<file path="src/rtl/uart_tx_arb.sv">
// Round-robin arbiter that shares one uart_tx serializer among N_REQ byte producers.
// Define UART_ARB_FIXED_PRIO_EN for fixed priority (lowest index wins, pointer held at 0).
module uart_tx_arb #(
  parameter int N_REQ     = 4,
  parameter int BUSY_WAIT = 3
) (
  input  logic               clk,
  input  logic               rst,
  input  logic [N_REQ-1:0]   req,
  input  logic [N_REQ*8-1:0] req_data,
  output logic [N_REQ-1:0]   ack,
  output logic [2:0]         grant_id,
  output logic               tx_start,
  output logic [7:0]         tx_data,
  input  logic               tx_busy,
  output logic               busy,
  output logic               err,
  output logic [1:0]         dbg_state,
  output logic [2:0]         dbg_ptr
);

  localparam int CW = $clog2(BUSY_WAIT + 2);

  typedef enum logic [1:0] {
    S_IDLE    = 2'd0,
    S_START   = 2'd1,
    S_WAIT_HI = 2'd2,
    S_WAIT_LO = 2'd3
  } state_e;

  state_e             state_q, state_d;
  logic [N_REQ-1:0]   ack_q, ack_d;
  logic [2:0]         grant_q, grant_d;
  logic               tx_start_q, tx_start_d;
  logic [7:0]         tx_data_q, tx_data_d;
  logic               busy_q, busy_d;
  logic               err_q, err_d;
  logic [2:0]         ptr_q, ptr_d;
  logic [CW-1:0]      cnt_q, cnt_d;

  logic               win_vld;
  logic [2:0]         win_id;
  logic [7:0]         win_data;
  logic [N_REQ-1:0]   win_onehot;
  logic [2:0]         scan_base;
  logic [2:0]         next_ptr;

`ifdef UART_ARB_FIXED_PRIO_EN
  assign scan_base = 3'd0;
  assign next_ptr  = 3'd0;
`else
  assign scan_base = ptr_q;
  assign next_ptr  = (grant_q == 3'(N_REQ - 1)) ? 3'd0 : grant_q + 3'd1;
`endif

  // First pass finds a request at or above the pointer; second pass wraps to the bottom.
  always_comb begin : rr_pick
    win_vld    = 1'b0;
    win_id     = 3'd0;
    win_data   = 8'h00;
    win_onehot = '0;
    for (int j = 0; j < N_REQ; j++) begin
      if (!win_vld && req[j] && (3'(j) >= scan_base)) begin
        win_vld = 1'b1;
        win_id  = 3'(j);
      end
    end
    for (int j = 0; j < N_REQ; j++) begin
      if (!win_vld && req[j]) begin
        win_vld = 1'b1;
        win_id  = 3'(j);
      end
    end
    for (int j = 0; j < N_REQ; j++) begin
      if (3'(j) == win_id) begin
        win_data      = req_data[j*8 +: 8];
        win_onehot[j] = win_vld;
      end
    end
  end

  always_comb begin : next_state
    state_d    = state_q;
    ack_d      = '0;
    grant_d    = grant_q;
    tx_start_d = 1'b0;
    tx_data_d  = tx_data_q;
    err_d      = 1'b0;
    ptr_d      = ptr_q;
    cnt_d      = cnt_q;
    case (state_q)
      S_IDLE: begin
        // An externally started frame keeps the serializer busy; hold off arbitration.
        if (win_vld && !tx_busy) begin
          ack_d     = win_onehot;
          grant_d   = win_id;
          tx_data_d = win_data;
          state_d   = S_START;
        end
      end
      S_START: begin
        tx_start_d = 1'b1;
        cnt_d      = '0;
        state_d    = S_WAIT_HI;
      end
      S_WAIT_HI: begin
        if (tx_busy) begin
          state_d = S_WAIT_LO;
        end else if (cnt_q == CW'(BUSY_WAIT)) begin
          // Frame lost: still rotate so a broken client cannot starve the rest.
          err_d   = 1'b1;
          ptr_d   = next_ptr;
          state_d = S_IDLE;
        end else begin
          cnt_d = cnt_q + CW'(1);
        end
      end
      S_WAIT_LO: begin
        if (!tx_busy) begin
          ptr_d   = next_ptr;
          state_d = S_IDLE;
        end
      end
      default: state_d = S_IDLE;
    endcase
    busy_d = (state_d != S_IDLE);
  end

  always_ff @(posedge clk or negedge rst) begin
    if (!rst) begin
      state_q    <= S_IDLE;
      ack_q      <= '0;
      grant_q    <= 3'd0;
      tx_start_q <= 1'b0;
      tx_data_q  <= 8'h00;
      busy_q     <= 1'b0;
      err_q      <= 1'b0;
      ptr_q      <= 3'd0;
      cnt_q      <= '0;
    end else begin
      state_q    <= state_d;
      ack_q      <= ack_d;
      grant_q    <= grant_d;
      tx_start_q <= tx_start_d;
      tx_data_q  <= tx_data_d;
      busy_q     <= busy_d;
      err_q      <= err_d;
      ptr_q      <= ptr_d;
      cnt_q      <= cnt_d;
    end
  end

  assign ack       = ack_q;
  assign grant_id  = grant_q;
  assign tx_start  = tx_start_q;
  assign tx_data   = tx_data_q;
  assign busy      = busy_q;
  assign err       = err_q;
  assign dbg_state = state_q;
  assign dbg_ptr   = ptr_q;

endmodule
</file>
<file path="config.mk">
export PLATFORM = sky130hd
export DESIGN_NAME = uart_tx_arb
export DESIGN_NICKNAME = d
export VERILOG_FILES = /design/src/rtl/uart_tx_arb.sv
export SDC_FILE = /design/constraint.sdc
export NUM_CORES = 1
export LEC_CHECK = 0
export CORE_UTILIZATION = 25
export DETAILED_ROUTE_END_ITERATION = 8
export HOLD_SLACK_MARGIN = 0.02
export PLACE_DENSITY = 0.63
export SLEW_MARGIN = 5
export SYNTH_ARGS = -nofsm -noshare
export SYNTH_HDL_FRONTEND = slang
export SYNTH_SLANG_ARGS = --single-unit
</file>
<file path="constraint.sdc">
create_clock -name clk -period 3.9 [get_ports clk]
set_input_delay 0.78 -clock clk [delete_from_list [all_inputs] [get_ports clk]]
set_output_delay 0.78 -clock clk [all_outputs]
set_load 0.1 [all_outputs]
</file>
== Yosys cells after proc, flatten, opt, wreduce, memory -nomap -nowiden ==
Cells that the tools add are included.

* Memories: 0
* Latch bits: 0
* Bits in writable memories: 0
* Input bits: 39
* Word-level logic and storage cells: 97
* Flip-flop bits (word level): 26
* Output and inout bits: 23
* Memory bits (read-only): 0

* Shift operators: 0
* Eq/ne operators: 12
* Order comparisons: 4
* Reductions and logical operators: 28
* Divide/modulo/power cells: 0
* Bitwise logic cells: 0
* Multiplexer cells: 42
* $mul: 0
* $add $sub $neg: 2

{| class="wikitable"
|+ Operators with widths
! kind !! count
|-
| 3-bit 2-to-1 mux || 12
|-
| 8-bit 2-to-1 mux || 4
|-
| 1-bit 2-to-1 mux || 17
|-
| 1-bit logical AND || 12
|-
| 3-bit case mux with 2 select lines || 2
|-
| 1-bit zero test || 8
|-
| 2-bit 2-to-1 mux || 4
|-
| 4-bit 2-to-1 mux || 2
|-
| 2-bit inequality test (second input constant) || 4
|-
| 2-bit case mux with 4 select lines || 1
|-
| 3-bit by 1-bit adder with 3-bit output (second input constant) || 2
|-
| 2-bit by 3-bit equality test with 1-bit output (first input constant) || 2
|-
| 3-bit by 2-bit equality test with 1-bit output (second input constant) || 2
|-
| 1-bit by 3-bit greater-or-equal comparator with 1-bit output (first input constant) || 2
|-
| 2-bit by 3-bit greater-or-equal comparator with 1-bit output (first input constant) || 2
|-
| 2-bit nonzero test || 3
|-
| 2-bit equality test (second input constant) || 2
|-
| 4-bit AND reduction || 1
|-
| 1-bit by 3-bit equality test with 1-bit output (first input constant) || 1
|-
| 3-bit zero test || 1
|-
| 3-bit AND reduction || 1
|-
| 2-bit by 1-bit equality test with 1-bit output (second input constant) || 1
|-
| 2-bit zero test || 1
|-
| 2-bit AND reduction || 1
|}

== Longest topological paths before layout ==
* Word-level depth: 32
* Mapped depth: 7
* Gate-level depth less buffers: 5

== Worst setup path after synthesis ==
Ideal clock, no wire load.

* Path kind: register to register
* Start: register ptr_q[1] (netlist: dbg_ptr[1])
* End: register tx_data_q[1] (netlist: tx_data[1])
* Data required time: 3771 ps
* Setup slack: 1555 ps
* Library setup time: 129 ps
* Data arrival time: 2217 ps
* Stages on the path, launching flop included: 8
* Path through: dfrtp_1 inv_2 or4_1 buf_2 buf_6 and3_1 o21ai_1 a21oi_1

* Cells in the longest elaborated chain, start to end: 32
* Elaborated cells between the ends (all ways): 47

{| class="wikitable"
|+ RTL lines
! element !! line !! text
|-
| from (decl) || 38 || <nowiki>logic [2:0] ptr_q, ptr_d;</nowiki>
|-
| from (signal assigned) || 148 || <nowiki>ptr_q <= ptr_d;</nowiki>
|-
| 1-bit by 3-bit greater-or-equal comparator with 1-bit output || 63 || <nowiki>if (!win_vld && req[j] && (3'(j) >= scan_base)) begin</nowiki>
|-
| 1-bit logical AND || 63 ||
|-
| 1-bit 2-to-1 mux || 63 ||
|-
| 1-bit zero test || 63 ||
|-
| 1-bit logical AND (2 in a row) || 63 ||
|-
| 1-bit 2-to-1 mux || 63 ||
|-
| 1-bit zero test || 63 ||
|-
| 1-bit logical AND (2 in a row) || 63 ||
|-
| [11 not listed] || -- ||
|-
| 1-bit zero test || 69 || <nowiki>if (!win_vld && req[j]) begin</nowiki>
|-
| 1-bit logical AND || 69 ||
|-
| 1-bit 2-to-1 mux || 69 ||
|-
| 1-bit zero test || 69 ||
|-
| 1-bit logical AND || 69 ||
|-
| 3-bit 2-to-1 mux || 69 ||
|-
| 3-bit zero test || 75 || <nowiki>if (3'(j) == win_id) begin</nowiki>
|-
| 8-bit 2-to-1 mux (4 in a row) || 75 ||
|-
| to (signal assigned) || 145 || <nowiki>tx_data_q <= tx_data_d;</nowiki>
|-
| to (decl) || 35 || <nowiki>logic [7:0] tx_data_q, tx_data_d;</nowiki>
|}

Parallel ways exist; a longest one is shown, timed or not.
A chain may end at the register's enable or synchronous reset.

== Final worst setup path ==
* Start: register state_q[1] (netlist: dbg_state[1])
* End: output port dbg_state[1]

{| class="wikitable"
|+ RTL lines
! element !! line !! text
|-
| from (decl) || 31 || <nowiki>state_e state_q, state_d;</nowiki>
|-
| from (signal assigned) || 141 || <nowiki>state_q <= state_d;</nowiki>
|-
| to (decl) || 18 || <nowiki>output logic [1:0] dbg_state,</nowiki>
|}

No word-level cell between the ends.

==> results.md <==
- The slew at the pin with the worst max-slew slack is around 1100 ps.
- Across the routed clock network, the largest skew measured is ~4.4 ps.
- The setup fix buffers added after clock tree synthesis is 0.
- For the worst setup path, the data arrival time is between 2000 and 2500 ps.
- The remaining design rule violation count is 0.
- The final core utilization is between 30% and 40%.
- The number of iterations in the first detailed-routing pass is 4.
- The number of buffers between clock root and the deepest sink is 2.
- After detailed routing, the number of vias per cell comes to between 4 and 5.
- The final worst-path cycle share is approximately 73%.
- The tool flagged a number of max-cap violations equal to 0.
- In the final layout, flip-flops and latches occupy about 600 µm².
- The multi-input combinational cells in the finished layout cover a total of roughly 740 µm².
- The number of levels in the clock H-tree is 1.
- In this run the static leakage power is between 0.8 and 0.9 nW.
- The total congestion overflow after global routing is 0.
- The boundary pin count is 62.
- Setup repair after global routing left no endpoint under its margin.
- The critical path in this run is classified as reg2out.
- The die is between 70 and 80 µm wide.
- The power density over cell area is between 800 and 900 nW/µm².
- The cell area after technology mapping is between 1000 and 1500 µm².
- The initial antenna violation count is 0.
- Cells with a size suffix above 1 make up under 10% of the layout.
- The critical path's largest stage delay is around 1200 ps.
- After routing, the total negative slack on setup checks comes to 0 ps.
- The filler cell count is 574.
- The critical register-to-register path endpoint is tx_data[7]$_DFFE_PN0P_.
- The cell chosen for the clock root is sky130_fd_sc_hd__clkbuf_8.
- The setup-violating endpoint count in the final report is 0.
- TritonCTS built the clock tree.
- The internal reg-to-reg setup slack is 1820 ps.
- The number of clock sinks seen by CTS is 24.
- The placed wire-length estimate after detailed placement is 2820 µm.
- The number of buffers and inverters on the critical path is 1.
- The kind of cell adding the most delay to the critical path is buffers and inverters.
- Counting I/O delays and the setup requirement, the final critical path takes around 2800 ps.
- For this run, the top clock speed supported by timing is 353 MHz.
- For the worst flop-to-flop path, the logic depth is 5.
- The number of cell rows is 27.
- At the later pin of the worst-skew pair, clock insertion delay measures around 270 ps.
- The combined global-route utilization of all metal layers is ~14%.
- The number of distinct standard cells referenced by the synthesized netlist is between 40 and 50.
- Summed over all layers, the routed wires come to 3870 µm.
- The worst vdd rail ir drop is ~0.00038 V.
- The die is approximately 77 µm tall.
- At the end of routability-driven placement, the weighted congestion stood at 0.866.
- STA classifies the critical path endpoint as an output pin.
- Yosys printed 0 warnings.
- After clock tree synthesis, the clock-pin slew on the worst setup and hold paths is roughly 80 ps.
- In this run the number of cells on the critical path is 1.
- The slowest cell on the critical path is sky130_fd_sc_hd__clkdlybuf4s50_1.
- The routed wire length per instance is between 10 and 15 µm.
- The critical path starts at dbg_state[1]$_DFF_PN0_.
- The largest fanout on the critical path is 12.
- After clock tree synthesis, the repair step resized 0 gates.
- The element type at the critical path start is a flip-flop.
- The number of DRC violations after detailed-routing iteration 0 is 105.
- In this run the remaining antenna-violating nets after routing total 0.
- Averaged over all synthesized cells, the footprint is just over 9 µm².
- The core region is ~5500 µm².
- Following the worst setup path forward leads to its endpoint at dbg_state[1].
- The total via count after detailed routing is 1382.
- STA puts the critical path data required time at roughly 3100 ps.
- The flow ran to the end, and the final reports show no timing, DRC or antenna violations.
- The via count of the first global-routing pass is ~1300.
- In this run the tightest slew margin relative to its limit is between 20 and 30%.
- Buffers inserted during clock tree synthesis total 3.
- The number of max-slew violations in the final report is 0.
- Entering global routing, the biggest net connects 25 pins.
- The die covers ~6000 µm².
- The launching point of the worst reg2reg path is dbg_ptr[1]$_DFFE_PN0P_.
- The area growth from synthesis to layout is 48.9%.
- Traced cell by cell, the critical path runs through clkdlybuf4s50_1.
- The final antenna diode count is 0.
- The number of synthesized register bits is 24.
- Input and output buffers added on the ports amount to slightly below 60.
- The effective utilization at floorplan is between 20% and 30%.
- The total count of hold-check failures in the final report is 0.
- In the synthesized netlist, the number of instances is 154.
- The path type of the worst min-delay path is reg2reg.
- The hold-fix buffer count after cts is 0.
- The first global-routing pass estimated about 6500 µm of wire.
- Sequential elements use 42.4% of the synthesized area.
- The number of nets in the layout is ~250.
-- through the flow --
step                hold WS, ps  setup slack, ps  power (W)  std cells  cell area [µm²]
floorplan                   467             1550    0.00133        155             1420
global placement            493              993    0.00162        277             2050
detailed placement          510              943    0.00163        277             2050
CTS                         529             1060    0.00180        281             2110
global route                578              999    0.00189        281             2110
finish                      530             1060    0.00179        281             2110
-- cell families (layout without fill, tap and decap cells) --
kind of cell | Yosys count | in the layout | synth area share, %
AND/OR/NAND/NOR | 55 | 55 | 19.7
AO/OA/AOI/OAI | 53 | 53 | 27.4
flip-flops | 24 | 24 | 42.4
buffers and inverters | 15 | 69 | 5.39
adder cells (fa/ha/maj) | 3 | 3 | 2.65
multiplexers | 3 | 3 | 2.21
other | 1 | 2 | 0.265
-- area by class of cell --
type / count / share of cell area (%)
Clock buffer: 4 / 2.61
Inverter: 4 / 0.712
Multi-Input combinational cell: 116 / 35.2
Sequential cell: 24 / 28.5
Tap cell: 72 / 4.27
Timing Repair Buffer: 61 / 28.7
-- layout by cell type, fill, tap and decap left out, types with 2 or more instances in the layout --
cell | synthesis | final
sky130_fd_sc_hd__dfrtp_1 | 24 | 24
sky130_fd_sc_hd__o2bb2ai_1 | 6 | 6
sky130_fd_sc_hd__and3_1 | 9 | 9
sky130_fd_sc_hd__nor3_1 | 5 | 5
sky130_fd_sc_hd__o21ai_1 | 9 | 9
sky130_fd_sc_hd__buf_4 | 2 | 2
sky130_fd_sc_hd__inv_1 | 3 | 3
sky130_fd_sc_hd__a21boi_1 | 4 | 4
sky130_fd_sc_hd__a21boi_2 | 5 | 5
sky130_fd_sc_hd__nor2b_1 | 6 | 6
sky130_fd_sc_hd__nor2_1 | 14 | 14
sky130_fd_sc_hd__nand2_1 | 15 | 15
sky130_fd_sc_hd__clkdlybuf4s50_1 | 0 | 59
sky130_fd_sc_hd__conb_1 | 1 | 2
sky130_fd_sc_hd__clkbuf_8 | 0 | 4
sky130_fd_sc_hd__a221oi_1 | 2 | 2
sky130_fd_sc_hd__ha_1 | 3 | 3
sky130_fd_sc_hd__mux2i_1 | 2 | 2
sky130_fd_sc_hd__a31oi_1 | 7 | 7
sky130_fd_sc_hd__a21oi_1 | 3 | 3
sky130_fd_sc_hd__o21ai_0 | 7 | 7
-- power by group --
part | leakage, nW | internal, W | switching (W)
Combinational | 0.534 | 0.000323 | 0.000863
Sequential | 0.295 | 0.000342 | 0.0000907
Clock | 0.0288 | 0.0000903 | 0.0000831
-- Yosys cell counts --
cell	n	area, µm²
sky130_fd_sc_hd__dfrtp_1	24	601
sky130_fd_sc_hd__o21a_1	1	7.51
sky130_fd_sc_hd__or4_1	1	7.51
sky130_fd_sc_hd__mux2i_1	2	20.0
sky130_fd_sc_hd__a21oi_1	3	15.0
sky130_fd_sc_hd__a2111o_1	1	11.3
sky130_fd_sc_hd__nand2b_1	1	6.26
sky130_fd_sc_hd__o21ai_0	7	35.0
sky130_fd_sc_hd__nor3_1	5	25.0
sky130_fd_sc_hd__a21o_1	1	7.51
sky130_fd_sc_hd__a221oi_1	2	17.5
sky130_fd_sc_hd__a211oi_1	1	7.51
sky130_fd_sc_hd__a21boi_2	5	56.3
sky130_fd_sc_hd__o21ai_1	9	45.0
sky130_fd_sc_hd__and2_4	1	8.76
sky130_fd_sc_hd__buf_2	4	20.0
sky130_fd_sc_hd__a21boi_1	4	30.0
sky130_fd_sc_hd__nor2b_1	6	37.5
sky130_fd_sc_hd__o2bb2ai_1	6	52.6
sky130_fd_sc_hd__ha_1	3	37.5
sky130_fd_sc_hd__a21boi_0	1	7.51
sky130_fd_sc_hd__buf_1	1	3.75
sky130_fd_sc_hd__o31ai_1	1	7.51
sky130_fd_sc_hd__clkbuf_1	3	11.3
sky130_fd_sc_hd__nor3b_2	1	12.5
sky130_fd_sc_hd__and3_1	9	56.3
sky130_fd_sc_hd__o211ai_1	1	7.51
sky130_fd_sc_hd__inv_2	1	3.75
sky130_fd_sc_hd__nor3_2	1	10.0
sky130_fd_sc_hd__mux2_2	1	11.3
sky130_fd_sc_hd__o31a_1	1	8.76
sky130_fd_sc_hd__a31oi_1	7	43.8
sky130_fd_sc_hd__conb_1	1	3.75
sky130_fd_sc_hd__o41ai_2	1	16.3
sky130_fd_sc_hd__o221a_2	1	11.3
sky130_fd_sc_hd__nand2_1	15	56.3
sky130_fd_sc_hd__buf_4	2	15.0
sky130_fd_sc_hd__nor2_1	14	52.6
sky130_fd_sc_hd__inv_1	3	11.3
sky130_fd_sc_hd__or2_1	1	6.26
sky130_fd_sc_hd__buf_6	1	11.3
-- state kept, by name, summed over array words and instances (netlist names) --
| signal | cells |
|---|---|
| tx_data | 8 |
| ack | 4 |
| cnt_q | 3 |
| dbg_ptr | 2 |
| dbg_state | 2 |
| grant_id | 2 |
| busy | 1 |
| err | 1 |
| tx_start | 1 |
-- routing by layer --
layer,part of all wire (%),vias to the layer above,GRT usage [%],wire [µm]
met3,4.5,9,1.43,175
li1,-,664,-,-
met2,47,42,21.9,1830
met4,2.9,0,6.79,113
met5,0,-,0,0
met1,45,667,18.1,1750
-- worst min path at each step --
stage	cells after the start	from	to
global route	1	grant_id[0]$_DFFE_PN0P_	dbg_ptr[0]$_DFFE_PN0P_
global placement	2	cnt_q[2]$_DFFE_PN0P_	cnt_q[2]$_DFFE_PN0P_
CTS	2	cnt_q[1]$_DFFE_PN0P_	cnt_q[1]$_DFFE_PN0P_
floorplan	2	cnt_q[1]$_DFFE_PN0P_	cnt_q[1]$_DFFE_PN0P_
detailed placement	2	cnt_q[1]$_DFFE_PN0P_	cnt_q[1]$_DFFE_PN0P_
finish	2	cnt_q[1]$_DFFE_PN0P_	cnt_q[1]$_DFFE_PN0P_
No activity file was read; power rests on OpenSTA's default activity.
